**src/rtl/cpu_pkg.sv**
```systemverilog
// Shared CPU front-end definitions: register file geometry, stall reasons, issue FSM states.
package cpu_pkg;

  localparam int unsigned NREG  = 32;
  localparam int unsigned REGW  = $clog2(NREG);
  localparam int unsigned PCNTW = 32;

  typedef enum logic [1:0] {
    RSN_NONE   = 2'd0,
    RSN_SCORE  = 2'd1,
    RSN_STRUCT = 2'd2,
    RSN_DOWN   = 2'd3
  } stall_rsn_e;

  typedef enum logic {
    ST_RUN  = 1'b0,
    ST_HOLD = 1'b1
  } sb_state_e;

endpackage

```
**src/rtl/sb_hazard_chk.sv**
```systemverilog
// Per-slot match of sources/destination against the effective pending scoreboard.
module sb_hazard_chk
  import cpu_pkg::*;
(
  input  logic [NREG-1:0] pend_eff,
  input  logic [REGW-1:0] rj,
  input  logic [REGW-1:0] rk,
  input  logic [REGW-1:0] rd,
  input  logic            rdsrc,
  input  logic            we,
  output logic            hazard_c
);

  // r0 is hardwired and can never be outstanding, so it is masked out explicitly.
  always_comb begin
    hazard_c = 1'b0;
    if ((rj != '0) && pend_eff[rj]) hazard_c = 1'b1;
    if ((rk != '0) && pend_eff[rk]) hazard_c = 1'b1;
    if ((rdsrc || we) && (rd != '0) && pend_eff[rd]) hazard_c = 1'b1;
  end

endmodule

```
**src/rtl/issue_scoreboard.sv**
```systemverilog
// Dual-issue hazard controller at ID->EXE0: long-latency scoreboard, pair checks, stall FSM.
module issue_scoreboard
  import cpu_pkg::*;
(
  input  logic             clk,
  input  logic             rstn,
  input  logic             id_valid0,
  input  logic             id_valid1,
  input  logic [REGW-1:0]  id_rj0,
  input  logic [REGW-1:0]  id_rj1,
  input  logic [REGW-1:0]  id_rk0,
  input  logic [REGW-1:0]  id_rk1,
  input  logic [REGW-1:0]  id_rd0,
  input  logic [REGW-1:0]  id_rd1,
  input  logic             id_rdsrc0,
  input  logic             id_rdsrc1,
  input  logic             id_we0,
  input  logic             id_we1,
  input  logic             id_long0,
  input  logic             id_long1,
  input  logic             exe_ready,
  input  logic             flush,
  input  logic             wb_valid0,
  input  logic             wb_valid1,
  input  logic [REGW-1:0]  wb_rd0,
  input  logic [REGW-1:0]  wb_rd1,
  output logic             issue0,
  output logic             issue1,
  output logic             stall,
  output logic [1:0]       stall_reason,
  output logic [NREG-1:0]  pending,
  output logic [PCNTW-1:0] stall_cycles
);

  sb_state_e        state_q, state_d;
  logic [NREG-1:0]  pending_q, pending_d;
  logic [NREG-1:0]  wb_clr, sb_set, pend_eff;
  logic [PCNTW-1:0] cnt_q;
  logic             hazard0_c, hazard1_c;
  logic             pair_raw_c, pair_waw_c, both_long_c;
  logic             issue0_c, issue1_c, stall_c, pair_done_c;
  stall_rsn_e       rsn_c;

  // Completion strobes clear bits; same-cycle completions are bypassed by the forward unit.
  always_comb begin
    wb_clr = '0;
    if (wb_valid0) wb_clr[wb_rd0] = 1'b1;
    if (wb_valid1) wb_clr[wb_rd1] = 1'b1;
  end

  assign pend_eff = pending_q & ~wb_clr;

  sb_hazard_chk u_chk0 (
    .pend_eff (pend_eff),
    .rj       (id_rj0),
    .rk       (id_rk0),
    .rd       (id_rd0),
    .rdsrc    (id_rdsrc0),
    .we       (id_we0),
    .hazard_c (hazard0_c)
  );

  sb_hazard_chk u_chk1 (
    .pend_eff (pend_eff),
    .rj       (id_rj1),
    .rk       (id_rk1),
    .rd       (id_rd1),
    .rdsrc    (id_rdsrc1),
    .we       (id_we1),
    .hazard_c (hazard1_c)
  );

  // Intra-pair dependencies that the forward network cannot resolve within the pair.
  always_comb begin
    pair_raw_c = 1'b0;
    pair_waw_c = 1'b0;
    if (id_we0 && (id_rd0 != '0)) begin
      if ((id_rj1 == id_rd0) || (id_rk1 == id_rd0) || (id_rdsrc1 && (id_rd1 == id_rd0)))
        pair_raw_c = 1'b1;
      if (id_we1 && (id_rd1 == id_rd0))
        pair_waw_c = 1'b1;
    end
  end

  assign both_long_c = id_long0 & id_long1;
  assign issue0_c    = id_valid0 & ~flush & exe_ready & ~hazard0_c;
  assign issue1_c    = issue0_c & id_valid1 & ~hazard1_c & ~pair_raw_c & ~pair_waw_c & ~both_long_c;
  assign pair_done_c = issue0_c & (issue1_c | ~id_valid1);
  assign stall_c     = id_valid0 & ~flush & ~pair_done_c;

  // Stall reason: downstream backpressure first, then scoreboard, then pair structural.
  always_comb begin
    rsn_c = RSN_NONE;
    if (stall_c) begin
      if (!exe_ready)                rsn_c = RSN_DOWN;
      else if (hazard0_c || hazard1_c) rsn_c = RSN_SCORE;
      else                           rsn_c = RSN_STRUCT;
    end
  end

  // Issue FSM next-state: hold while the ID pair is only partly issued.
  always_comb begin
    state_d = state_q;
    unique case (state_q)
      ST_RUN:  if (stall_c) state_d = ST_HOLD;
      ST_HOLD: if (flush || pair_done_c) state_d = ST_RUN;
      default: state_d = ST_RUN;
    endcase
  end

  // Issue FSM state register.
  always_ff @(posedge clk or negedge rstn) begin
    if (!rstn) state_q <= ST_RUN;
    else       state_q <= state_d;
  end

  // New long-latency writers set their destination; set beats a same-cycle clear.
  always_comb begin
    sb_set = '0;
    if (issue0_c && id_we0 && id_long0) sb_set[id_rd0] = 1'b1;
    if (issue1_c && id_we1 && id_long1) sb_set[id_rd1] = 1'b1;
    pending_d    = (pending_q & ~wb_clr) | sb_set;
    pending_d[0] = 1'b0;
  end

  // Pending scoreboard register.
  always_ff @(posedge clk or negedge rstn) begin
    if (!rstn) pending_q <= '0;
    else       pending_q <= pending_d;
  end

  // Saturating stall-cycle counter.
  always_ff @(posedge clk or negedge rstn) begin
    if (!rstn)                        cnt_q <= '0;
    else if (stall_c && (cnt_q != '1)) cnt_q <= cnt_q + PCNTW'(1);
  end

  // Combinational decisions are forced low while reset is asserted.
  assign issue0       = rstn & issue0_c;
  assign issue1       = rstn & issue1_c;
  assign stall        = rstn & stall_c;
  assign stall_reason = rstn ? rsn_c : RSN_NONE;
  assign pending      = pending_q;
  assign stall_cycles = cnt_q;

endmodule
```
**config.mk**
```make
export PLATFORM = sky130hd
export DESIGN_NAME = issue_scoreboard
export DESIGN_NICKNAME = d
export VERILOG_FILES = /design/src/rtl/cpu_pkg.sv /design/src/rtl/sb_hazard_chk.sv /design/src/rtl/issue_scoreboard.sv
export SDC_FILE = /design/constraint.sdc
export NUM_CORES = 1
export LEC_CHECK = 0
export ABC_AREA = 1
export CAP_MARGIN = 20
export CORE_ASPECT_RATIO = 1.75
export CORE_MARGIN = 8
export CORE_UTILIZATION = 50
export CTS_CLUSTER_DIAMETER = 50
export DETAILED_ROUTE_END_ITERATION = 10
export HOLD_SLACK_MARGIN = 0.02
export PLACE_DENSITY_LB_ADDON = 0.2
export SLEW_MARGIN = 15
export SYNTH_ARGS = -nofsm -noshare
export SYNTH_HDL_FRONTEND = slang
export SYNTH_SLANG_ARGS = --single-unit
```
**constraint.sdc**
```tcl
create_clock -name clk -period 3.49 [get_ports clk]
set_input_delay 0.698 -clock clk [delete_from_list [all_inputs] [get_ports clk]]
set_output_delay 0.698 -clock clk [all_outputs]
set_load 0.01 [all_outputs]
```
==> metrics list, run 1 <==
- Mapped Avg Cell Area: 5.52 µm²
* Outcome: stopped before the end
* Sequential element share of the synthesized area: 0.238
- Clock tree root buffer cell: clkbuf_16
- Worst-slack endpoint at the end of global-route timing repair: stall_reason[0]
- Number of synthesis warnings: 0
- The initial utilization of the core area, before any placement, comes to 0.512.
- Standard-cell row count: 55
- Height of the chip: 168 µm
* H-Tree Depth: 3
* Number of buffers on the longest clock path: 2
- Number of synthesized register bits: 63
- Progress stopped at global routing.
- The cell area that synthesis handed to floorplanning was 0.00662 mm².
- Final estimated routing congestion in global placement: 1.12
- Synthesis instantiated 32 different standard cells from the library.
- GRT Residual Overflow: 6
- Hold bufs inserted after CTS: 0
* DIE WIDTH: 103 µm
* Io pins: 123
- OpenSTA, run right after detailed placement, puts the worst setup slack at -1.06 ns.
* Number of buffers created by CTS: 9
- Synthesis produced a netlist with a net count of 1254.
* Global-route usage over all layers: 0.563
* Kind of pin the worst path terminates on: top-level output
* Clock tree sinks: 63
- Post-detail-place hpwl: 26000 µm
* # port buffers: 121
- Entering global routing, the biggest net connects 63 pins.
- Mapped Cells: 1199
* Stop Error: [ERROR GRT-0232] Routing congestion too high. Check the congestion heatmap in the GUI.
[layer usage]
metal / track usage / overflow
met3: 0.376 / 0
met5: 0.131 / 0
met1: 0.541 / 0
met2: 0.764 / 5
met4: 0.536 / 1
[cell usage after synthesis (all sizes together)]
cell | instances | share of area
nand2 | 421 | 0.24
nand3 | 221 | 0.17
o311ai | 1 | 0.0013
o2111ai | 4 | 0.0053
nor4 | 7 | 0.0066
a21o | 1 | 0.0011
nand3b | 1 | 0.0011
nand4 | 12 | 0.011
a221oi | 2 | 0.0026
o21ai | 22 | 0.017
clkbuf | 12 | 0.0068
nor2 | 175 | 0.10
xor2 | 25 | 0.033
and2 | 1 | 0.00095
xnor2 | 8 | 0.011
ha | 1 | 0.0019
nor3 | 30 | 0.023
inv | 124 | 0.070
o22ai | 10 | 0.0095
dfrtp | 63 | 0.24
a21oi | 23 | 0.017
buf | 30 | 0.023
conb | 1 | 0.00057
clkinv | 4 | 0.0023
[cells by family after synthesis]
kind of cell,Yosys count,synth area share
other,1,0.000567
XOR/XNOR,33,0.0437
AND/OR/NAND/NOR,868,0.559
flip-flops,63,0.238
buffers and inverters,170,0.103
adder cells (fa/ha/maj),1,0.00189
AO/OA/AOI/OAI,63,0.0539
[through the flow]
stage,instance area [µm²],instances,TNS (ns),util,hold slack (ns)
after global placement,9520,1656,-15.66,0.736,0.517
after CTS,10200,1685,0,0.792,0.156
after floorplan,6620,1199,0,-,0.402
after detailed placement,9520,1656,-19.28,0.736,0.519
[what timing repair did]
action / 4_1_cts
resized for setup: 187
endpoints found under the setup margin: 5
pin swaps: 37
setup buffers: 13
==> inputs of run 2 (changes only) <==
--- a/config.mk
+++ b/config.mk
@@ -7,13 +7,10 @@
 export LEC_CHECK = 0
 export ABC_AREA = 1
 export CAP_MARGIN = 20
-export CORE_ASPECT_RATIO = 1.75
 export CORE_MARGIN = 8
-export CORE_UTILIZATION = 50
-export CTS_CLUSTER_DIAMETER = 50
+export CORE_UTILIZATION = 35
 export DETAILED_ROUTE_END_ITERATION = 10
-export HOLD_SLACK_MARGIN = 0.02
-export PLACE_DENSITY_LB_ADDON = 0.2
+export PLACE_DENSITY_LB_ADDON = 0.15
 export SLEW_MARGIN = 15
 export SYNTH_ARGS = -nofsm -noshare
 export SYNTH_HDL_FRONTEND = slang
==> metrics list, run 2 <==
* Most instantiated library cell after synthesis: nand2_1
* Number of placed instances, taps included: 1724
* Number of buffers on the longest clock path: 2
- Commonest register cell after synthesis: dfrtp_1
* Number of synthesized register bits: 63
- At the pin with the least slew margin, the transition time is 1.01 ns.
* Met2 Routed Length: 14700 µm
- Arrival time of data at the critical path endpoint: 2.76 ns
* Number of global-route vias before repair: 8679
* Number of detailed-route iterations in the first pass: 5
- The congestion estimate from routability-driven global placement came to 0.962.
* Net count after synthesis: 1254
- Leakage dissipation: 5.46 nW
- Synthesis produced a netlist whose cell count is 1199.
* Worst setup path category: in2out
- Remaining max-slew budget at the tightest pin: 0.325
- H-Tree Depth: 3
* Post-detail-place hpwl: 25200 µm
- The slowest stage of the critical path belongs to the cell nor2_2.
* Io pins: 123
- Via total after detailed routing: 9431
- FF-to-FF Start: pending[5]
- Among the stages of the critical path, the cell type that occurs most often is nand3_2.
* Number of hold-slack violations in the final timing report: 0
- Met3 Routed Length: 2350 µm
- Wire length of the first global-routing pass: 49200 µm
- The finished layout holds 1774 standard cells, fillers aside.
* Power per Cell Area: 277 mW/mm²
- Tcrit/Tclk final: 0.990
- The worst register-to-register path has a setup slack of 0.93 ns.
- Register clock-pin slew on the reported worst setup and hold paths: 0.06 ns
- Counting cells, the worst reg-to-reg path comes to 20.
- Termination of the worst setup path: stall_reason[0]
- From bottom edge to top edge, the die measures 154 µm.
- In this run the worst hold path is classified as reg2reg.
- In the layout the commonest cells are nand2_1 (367), buf_4 (203), nand3_1 (178), nor2_1 (131), inv_1 (104).
- Nature of the critical path endpoint: primary output
* Std-Cell Core Area: 0.0186 mm²
* Critical register-to-register path endpoint: stall_cycles[13]
* CTS tree: done
- The first routing iteration left 663 violations.
- A synthesized cell averages 5.52 µm².
- DRT Wirelength: 32800 µm
- Most frequent cells after synthesis: nand2_1 (421), nand3_1 (214), nor2_1 (166)
- In this run the remaining antenna-violating nets after routing total 0.
* Syn Std Cell Area: 0.00662 mm²
- Critical path origin: wb_rd1[1]
* Max FFs per register: 32
- Setup repair after global routing missed its margin: true
- Effective utilization at floorplan: 0.355
- Fraction of final layout cells sized beyond drive strength 1: 0.294
- Between clock sinks in the finished design, the worst skew comes to 0.00863 ns.
* Share of synthesized flip-flops with an asynchronous set or reset: 1.00
- # port buffers: 121
- For this run, the number of Yosys warnings is 0.
- Crit path max fanout: 4
* Hold bufs inserted after CTS: 0
- For this run, the share of the core covered by cells in the final layout is 0.600.
- # setup viols final: 0
* Number of cells on the worst hold path: 2
* GRT Residual Overflow: 0
- Clock tree root buffer cell: clkbuf_16
- For this run, the post-layout net count is 1590.
- Req. time, crit path: 2.79 ns
- After detailed routing, the number of remaining DRC violations is 0.
* Synth-to-layout area growth: 69.1%
* Number of buffers created by CTS: 9
* Wire length per cell: 18.5 µm
- Area enclosed by the die boundary: 0.0236 mm²
- The flow ran to the end, and the final reports show no timing, DRC or antenna violations.
- Fmax: 289 MHz
- Via density: 5.32
- Clock tree sinks: 63
* Insertion delay to the later sink of the worst-skew pair: 0.35 ns
- The number of antenna violations at the first check in global routing is 1.
- The die is 154 µm wide.
* DP Worst Slack: -1.05 ns
- Max Cap Violations: 0
- In this run the core area contains 50 standard-cell rows.
* Global-route usage over all layers: 0.266
- Number of max-slew violations in the final report: 0
- Largest net degree at the start of global routing: 64
- Most frequent standard cell in the layout excluding fill and tap cells: nand2_1
- Of all cell types, the one taking the most synthesized area is nand2_1.
- Largest stage delay on the critical path: 0.18 ns
* Setup WS post-layout: 0.0341 ns
* Final Total Pwr: 3.11 mW
- Post-synth EDFFs: 0
- For this block, wires on met1 add up to 14200 µm.
* Area fraction of the dominant cell type after synthesis: 0.239
* Ranking of synthesized cells by area: nand2_1 (24%), dfrtp_1 (24%), nand3_1 (16%)
- Worst Hold Slack: 0.545 ns
* Unique masters post-synth: 32
- The routed design could run at a clock period as short as 3.46 ns.
* Top layer reached by signal wires: met5
* Cells along the critical path: clkbuf_4 -> inv_2 -> nand3_2 -> nor2_1 -> nor2_2 -> nand2_4 -> buf_4 -> nand2_1 -> nand2_1 -> nor2_2 -> nor2_1 -> a21oi_2 -> nand3_2 -> nor2_4 -> nor2_4 -> nand3_2 -> nand4_1 -> a21oi_1 -> buf_2
* Count of antenna diodes in the layout: 0
* Sequential element share of the synthesized area: 0.238
- STA classifies the critical path startpoint as an input port.
* VDD IR max: 268 µV
run 2: cell counts after synthesis:
No cell type changed its count.
run 2: what timing repair did:
item                       CTS  global route
pin swaps                   60            63
resized for setup          236           126
buffers inserted            18            17
setup endpoints to repair    5             5
run 2: worst min path at each step:
stage	from	end
global placement	stall_cycles[8]	stall_cycles[8]
finish	stall_cycles[0]	stall_cycles[0]
CTS	stall_cycles[0]	stall_cycles[0]
global route	stall_cycles[8]	stall_cycles[8]
detailed placement	stall_cycles[0]	stall_cycles[0]
floorplan	rstn	pending[10]
run 2: final cells by class:
type	count	area [µm²]
Sequential cell	63	1580
Timing Repair Buffer	367	3340
Multi-Input combinational cell	966	5130
Tap cell	234	293
Inverter	128	518
Clock inverter	5	80.1
Clock buffer	11	253
Fill cell	1795	7450
run 2: per-stage QoR:
step	setup TNS, ns	area, µm²
6_report	0	11200
5_1_grt	-0.392	11200
4_1_cts	-0.0251	10600
3_5_place_dp	-20.17	9650
3_3_place_gp	-19.29	9650
2_1_floorplan	0	6620
run 2: cell families after synthesis:
logic type,count (synthesis),synth area share
XOR/XNOR,33,0.0437
AO/OA/AOI/OAI,63,0.0539
other,1,0.000567
flip-flops,63,0.238
adder cells (fa/ha/maj),1,0.00189
AND/OR/NAND/NOR,868,0.559
buffers and inverters,170,0.103
run 2: metal layers:
layer  track usage  vias to the layer above
li1              -                     4514
met1         0.350                     4392
met2         0.420                      432
met3        0.0404                       91
met4         0.126                        2
met5             0                        -
run 2: power by group:
group	switching [mW]	internal [mW]
combinational	0.680	0.569
sequential	0.0625	0.781
clock	0.351	0.663
total	1.09	2.01
run 2: worst max-delay path: cells and delay by family:
kind | cells | cell delay, ns
AO/OA/AOI/OAI | 2 | 0.26
buffers and inverters | 4 | 0.50
AND/OR/NAND/NOR | 13 | 1.29
Note: power is estimated with default switching activity, not from simulation.
==> inputs of run 3 (changes only) <==
--- a/config.mk
+++ b/config.mk
@@ -10,7 +10,6 @@
 export CORE_MARGIN = 8
 export CORE_UTILIZATION = 35
 export DETAILED_ROUTE_END_ITERATION = 10
-export PLACE_DENSITY_LB_ADDON = 0.15
 export SLEW_MARGIN = 15
 export SYNTH_ARGS = -nofsm -noshare
 export SYNTH_HDL_FRONTEND = slang
==> metrics list, run 3 (synthesis gave the netlist of run 2 again) <==
- Clock tree root buffer cell: clkbuf_16
- Setup repair after global routing could not meet its margin everywhere.
- Count of antenna diodes in the layout: 0
- Slowest-stage cell, CP: nor2_4
- From bottom edge to top edge, the die measures 154 µm.
* Via total after detailed routing: 9289
* VDD IR max: 380 µV
- DP Worst Slack: -1.08 ns
- The share of total power dissipated in combinational logic is 0.401.
* DIE WIDTH: 154 µm
- The H-tree was split into 3 levels.
* Net switching power figure: 1.06 mW
- The number of placed instances, taps included, is 1722.
- For the pin with the worst max-slew slack, the measured transition is 0.939 ns.
- The clock passes through at most 2 buffers.
- The clock net in this run drives a total of 63 sinks.
* GRT Residual Overflow: 0
- The total area inside the core boundary comes to 0.0186 mm².
- Area enclosed by the die boundary: 0.0236 mm²
* Nature of the critical path endpoint: primary output
- The HPWL after detailed placement is 25700 µm.
- In this run the core area contains 50 standard-cell rows.
- Clock latency on the worst-skew pair, taken at its later pin, is 0.34 ns.
* Int Pwr: 1.86 mW
- Leaving out filler cells and counting taps, the final layout contains 1754.
- Global-route usage over all layers: 0.267
- After detailed routing, the total wire length is 32500 µm.
- In the routed layout, each cell is associated on average with a via count of 5.30.
* Tcrit/Tclk final: 1.01
- Of the total power, the share spent switching nets is 0.363.
* Wire length of the first global-routing pass: 50100 µm
- In this run the static leakage power is 5.24 nW.
* Total of fill cells in the finished design: 1887
- Initial antenna violation count: 0
- Leaving out fill and tap cells, the most frequent cell in the layout is nand2_1.
- Area occupied by registers: 0.00158 mm²
* Number of hold-slack violations in the final timing report: 0
- Commonest non-fill, non-tap cells in the layout: nand2_1 (392), buf_4 (193), nand3_1 (182), nor2_1 (127), inv_1 (103)
* Number of detailed-route iterations in the first pass: 5
- Min cycle time layout: 3.51 ns
- Req. time, crit path: 2.79 ns
* First DRT Iteration DRCs: 729
* Final estimated routing congestion in global placement: 1.00
- Flop pwr share: 0.288
- Dividing the detail-routed wire length by the instance count gives 18.5 µm.
- In this run the remaining antenna-violating nets after routing total 0.
- Category of cells accounting for the largest share of critical-path delay: simple AND/OR/NAND/NOR gates
* Number of buffers created by CTS: 9
* Largest stage delay on the critical path: 0.18 ns
* Kind of start point of the critical path: input port
- Once routing completed, OpenROAD measured the worst setup slack at -0.0231 ns.
* # port buffers: 121
- Outcome: finished, violations left
- Counting both buffers and inverters, the worst setup path holds a total of 7.
* CTS tree: done
- Arrival time of data at the critical path endpoint: 2.82 ns
- The final reports fail on setup timing.
- Remaining max-slew budget at the tightest pin: 0.374
* Io pins: 123
- Clock-pin slew was measured on the worst setup and hold paths at 0.06 ns.
- For this run, the top clock speed supported by timing is 285 MHz.
- # setup viols final: 3
* Synth-to-layout area growth: 62.1%
* Number of max-slew violations in the final report: 0
* Crit path max fanout: 6
- Classification of the worst-slack hold path: in2async
- The share of total power dissipated in the clock network is 0.311.
- Traced cell by cell, the critical path runs through buf_6 -> buf_6 -> inv_4 -> nand2_4 -> nor2_4 -> nand2_4 -> nand3_4 -> buf_6 -> buf_4 -> nand2_1 -> nand3_1 -> nand3_1 -> nand2_1 -> nand2_1 -> nand2_1 -> nand2_2 -> nor2_4 -> buf_6 -> and2_4 -> nor2_2 -> nor2_1 -> buf_2.
- Max FFs per register: 32
- Fraction of final layout cells sized beyond drive strength 1: 0.268
- Across the routed clock network, the largest skew measured is 0.0114 ns.
- Summing all multi-input logic gate instances after layout gives 0.00497 mm².
- The initial utilization of the core area, before any placement, comes to 0.355.
- Power spread over the standard cell area amounts to 272 mW/mm².
- Largest net degree at the start of global routing: 33
- Final Net Count: 1570
- The design draws 2.92 mW.
- In the routed design, unresolved DRC markers number 0.
* Number of global-route vias before repair: 8861
* Worst setup path category: in2out
- Max Cap Violations: 0
==> run 3: cell types whose count changed in the layout (fill, tap and decap cells not counted), sizes merged <==
cell and delta:
buf -22, dlymetal6s2s -6, clkdlybuf4s50 +4, dlygate4sd2 +3
inv +2, bufinv -1, clkdlybuf4s15 -1, clkinv +1
==> run 3: area by class of cell <==
cell class                 count  area share
clock buffer                   9      0.0210
timing repair buffer         347       0.287
multi-input combinational    966       0.463
clock inverter                 7     0.00676
inverter                     128      0.0475
sequential                    63       0.147
tap                          234      0.0273
==> run 3: final timing paths <==
check / start / end / slack (ns) / depth (start not counted)
worst min register to register: stall_cycles[1] / stall_cycles[1] / 0.55 / 2
worst max-delay path: wb_rd0[4] / stall_reason[1] / -0.02 / 22
worst max register to register: pending[5] / stall_cycles[4] / 1.06 / 18
min in group clk: stall_cycles[1] / stall_cycles[1] / 0.55 / 2
max in group asynchronous: rstn / stall_cycles[31] / 2.19 / 3
worst min-delay path: rstn / pending[16] / 0.53 / 2
==> run 3: repair_timing <==
item	CTS	global route
setup endpoints to repair	58	5
pin swaps	43	46
buffers inserted	14	4
hold buffers	0	0
resized for setup	213	92
==> run 3: per-layer routing <==
metal	routed length (µm)	track usage
met5	0	0
met4	1290	0.108
met3	2450	0.0406
met2	14300	0.413
met1	14500	0.366
==> run 3: metrics by stage <==
step                 util  hold slack (ns)  TNS, ns  instance area [µm²]
CTS                 0.559            0.523        0                10400
global placement    0.515            0.528   -28.26                 9610
floorplan               -            0.402        0                 6620
finish              0.576            0.530  -0.0493                10700
detailed placement  0.515            0.530   -27.95                 9610
global route        0.576            0.539   -0.532                10700
==> run 3: power by group through the flow <==
stage               logic [mW]  clock network (mW)  registers (mW)
detailed placement        1.04                   0           0.850
floorplan                0.445                   0           0.856
CTS                       1.11               0.922           0.839
global route              1.26               0.954           0.847
global placement          1.03                   0           0.852
finish                    1.17               0.907           0.841
==> inputs of run 4 (changes only) <==
--- a/config.mk
+++ b/config.mk
@@ -8,9 +8,11 @@
 export ABC_AREA = 1
 export CAP_MARGIN = 20
 export CORE_MARGIN = 8
-export CORE_UTILIZATION = 35
+export CORE_UTILIZATION = 45
 export DETAILED_ROUTE_END_ITERATION = 10
+export PLACE_DENSITY = 0.7
 export SLEW_MARGIN = 15
 export SYNTH_ARGS = -nofsm -noshare
 export SYNTH_HDL_FRONTEND = slang
+export SYNTH_HIERARCHICAL = 1
 export SYNTH_SLANG_ARGS = --single-unit
==> metrics list, run 4 <==
* Outcome: finished, violations left
- The final reports fail on setup timing.
* Crit path max fanout: 4
* Via total after detailed routing: 9620
* Number of buffers created by CTS: 9
- Min cycle time layout: 4.10 ns
* Critical path origin: wb_rd0[4]
* Number of buffers on the longest clock path: 2
- First DRT Iteration DRCs: 887
* Setup WS post-layout: -0.608 ns
* Insertion delay to the later sink of the worst-skew pair: 0.34 ns
- Final estimated routing congestion in global placement: 0.955
- Clock-pin slew was measured on the worst setup and hold paths at 0.06 ns.
- By area the synthesized netlist is led by dfrtp_1 (22%), nand2_1 (22%), inv_1 (11%).
* Mapped Cells: 1263
* Part of the total power dissipated in the clock network: 0.311
- Flop pwr share: 0.253
- Global-route usage over all layers: 0.305
- Measured on the finished design, the core utilization comes to 0.686.
- Area fraction of the dominant cell type after synthesis: 0.220
* Cell accounting for the most synthesized area: dfrtp_1
- The worst register-to-register path begins at pending[29].
- In this run the remaining antenna-violating nets after routing total 0.
- Number of synthesis warnings: 6
- Clock tree root buffer cell: clkbuf_16
* Buffering stage count on the worst path with inverters included: 8
- The register with the most flip-flops in the layout has 32 of them.
- The internal portion of the total power is 2.21 mW.
- Net switching power figure: 1.27 mW
- Io pins: 123
- The share of total power dissipated in combinational logic is 0.436.
* Power per Cell Area: 322 mW/mm²
* Syn Std Cell Area: 0.00717 mm²
- Setup repair after global routing could not meet its margin everywhere.
- Clock tree sinks: 63
- Mapped Avg Cell Area: 5.68 µm²
* Effective utilization at floorplan: 0.456
* Post-detail-place hpwl: 23800 µm
- Worst hold path startpoint: stall_cycles[27]
- Number of global-route vias before repair: 8951
- Prior to clock tree synthesis, the placed netlist has a worst setup slack of -1.74 ns.
- Via density: 5.43
* Classification of the worst-slack hold path: reg2reg
* Synth-to-layout area growth: 50.3%
* Number of synthesized register bits: 63
* Nature of the critical path endpoint: primary output
- The core region is 0.0157 mm².
- The hold violation count in the final report was 0.
* Commonest register cell after synthesis: dfrtp_1
- The clock tree synthesis step divided the H-tree into 3 levels.
- Counting flops with an async set or reset pin after synthesis yields a share of 1.00.
* CTS tree: done
- The first global-routing pass estimated 48800 µm of wire.
- Number of max-slew violations in the final report: 0
- For this run, design rule violations remaining after detail routing come to 0.
* Remaining max-slew budget at the tightest pin: 0.456
- Area after DPL: 0.00991 mm²
- After floorplanning, the core was divided into 46 placement rows.
* Height of the chip: 142 µm
- The number of antenna violations at the first check in global routing is 0.
* Fmax: 244 MHz
- DRT Wirelength: 31500 µm
* Slowest-stage cell, CP: nor3_4
* Wire length per cell: 17.8 µm
- Sequential element share of the synthesized area: 0.220
- In the finished design, the share of the clock period the worst path needs comes to 1.17.
- Commonest non-fill, non-tap cells in the layout: nand2_1 (412), buf_4 (177), inv_1 (158), nand3_1 (142), clkdlybuf4s50_1 (103)
* Post-synth EDFFs: 0
* DIE WIDTH: 142 µm
- Largest net degree at the start of global routing: 64
- The library cell used most frequently in the layout, excluding fill and tap cells, is nand2_1.
- Final Net Count: 1606
* VDD IR max: 320 µV
- Switching share of total power: 0.365
- The netlist uses 36 different library cells.
- Final Skew: 0.0115 ns
- At the worst endpoint, the arrival time is 3.40 ns.
* Largest stage delay on the critical path: 0.37 ns
- Worst setup path category: in2out
- The worst setup path is launched from an input port.
* Most frequent cells after synthesis: nand2_1 (414), inv_1 (202), nand3_1 (148)
* Finished layout cell area: 0.0108 mm²
- Most instantiated library cell after synthesis: nand2_1
- # setup viols final: 36
- Max Cap Violations: 0
* Count of antenna diodes in the layout: 0
* Number of detailed-route iterations in the first pass: 7
- Grouping stages by cell kind, the critical path spends the most delay in simple AND/OR/NAND/NOR gates.
- Req. time, crit path: 2.79 ns
* GRT Residual Overflow: 0
* # port buffers: 121
- Leakage dissipation: 5.19 nW
- Slew at the pin with the worst max-slew slack: 0.816 ns
* Area enclosed by the die boundary: 0.0202 mm²
- Hold bufs inserted after CTS: 0
* Fraction of final layout cells sized beyond drive strength 1: 0.241
run 4: cell types whose count changed after synthesis, moves of 17 or more:
| cell | change |
|---|---|
| buf_6 | +17 |
| inv_1 | +81 |
| nand3_1 | -66 |
| nand4_1 | +29 |
| nor2_1 | -57 |
| nor3_1 | +47 |
| o211ai_1 | +31 |
run 4: kinds of logic (layout without fill, tap and decap cells):
group                      count (synthesis)  after routing  share of synthesized area
and+or+nand+nor                          802            802                      0.484
buffers and inverters                    260            551                      0.166
AOI/OAI and AO/OA                        104            104                     0.0883
DFF                                       63             63                      0.220
xor gates and xnor gates                  32             32                     0.0391
adders and majority gates                  1              1                    0.00174
other                                      1              3                   0.000523
run 4: repair_timing:
item,CTS,global route
endpoints found under the setup margin,68,53
cloned,1,0
pin swaps,45,11
buffers inserted,22,2
gates resized for setup,200,14
run 4: cell type report:
type | count | area, µm²
clock buffer | 10 | 239
clock inverter | 6 | 115
fill | 1415 | 4940
inverter | 216 | 861
multi-input combinational | 942 | 4890
sequential | 63 | 1580
tap | 216 | 270
timing repair buffer | 319 | 2820
run 4: worst min-delay path, stage by stage (launching register included):
cell and delay [ns]:
dfrtp_1 0.40, nand2_1 0.07, nand2_1 0.05
run 4: final timing paths:
kind | to | slack (ns) | depth (start not counted)
worst max-delay path | stall_reason[1] | -0.61 | 27
worst min-delay path | stall_cycles[27] | 0.54 | 2
worst max register to register | stall_cycles[20] | 0.22 | 24
worst min register to register | stall_cycles[27] | 0.54 | 2
max in group asynchronous | pending[1] | 2.36 | 2
min in group asynchronous | stall_cycles[14] | 0.59 | 2
run 4: routing by layer:
metal,vias up,share of wire,global-route usage
li1,4611,-,-
met1,4390,0.42,0.398
met2,546,0.46,0.484
met3,73,0.085,0.0493
met4,0,0.041,0.137
met5,-,0,0
run 4: power groups by stage:
stage,sequential (mW),combinational (mW),clock (mW)
floorplan,0.901,0.623,0
global placement,0.887,1.39,0
detailed placement,0.886,1.40,0
CTS,0.876,1.48,1.09
global route,0.888,1.63,1.12
finish,0.880,1.51,1.08
run 4: through the flow:
| stage | cells | setup TNS (ns) | hold WS (ns) | power [mW] |
|---|---|---|---|---|
| detailed placement | 1736 | -70.32 | 0.525 | 2.28 |
| finish | 1772 | -9.23 | 0.545 | 3.47 |
| floorplan | 1265 | 0 | 0.402 | 1.52 |
| global route | 1772 | -14.49 | 0.578 | 3.63 |
| CTS | 1771 | -4.69 | 0.542 | 3.44 |
| global placement | 1736 | -68.44 | 0.519 | 2.28 |
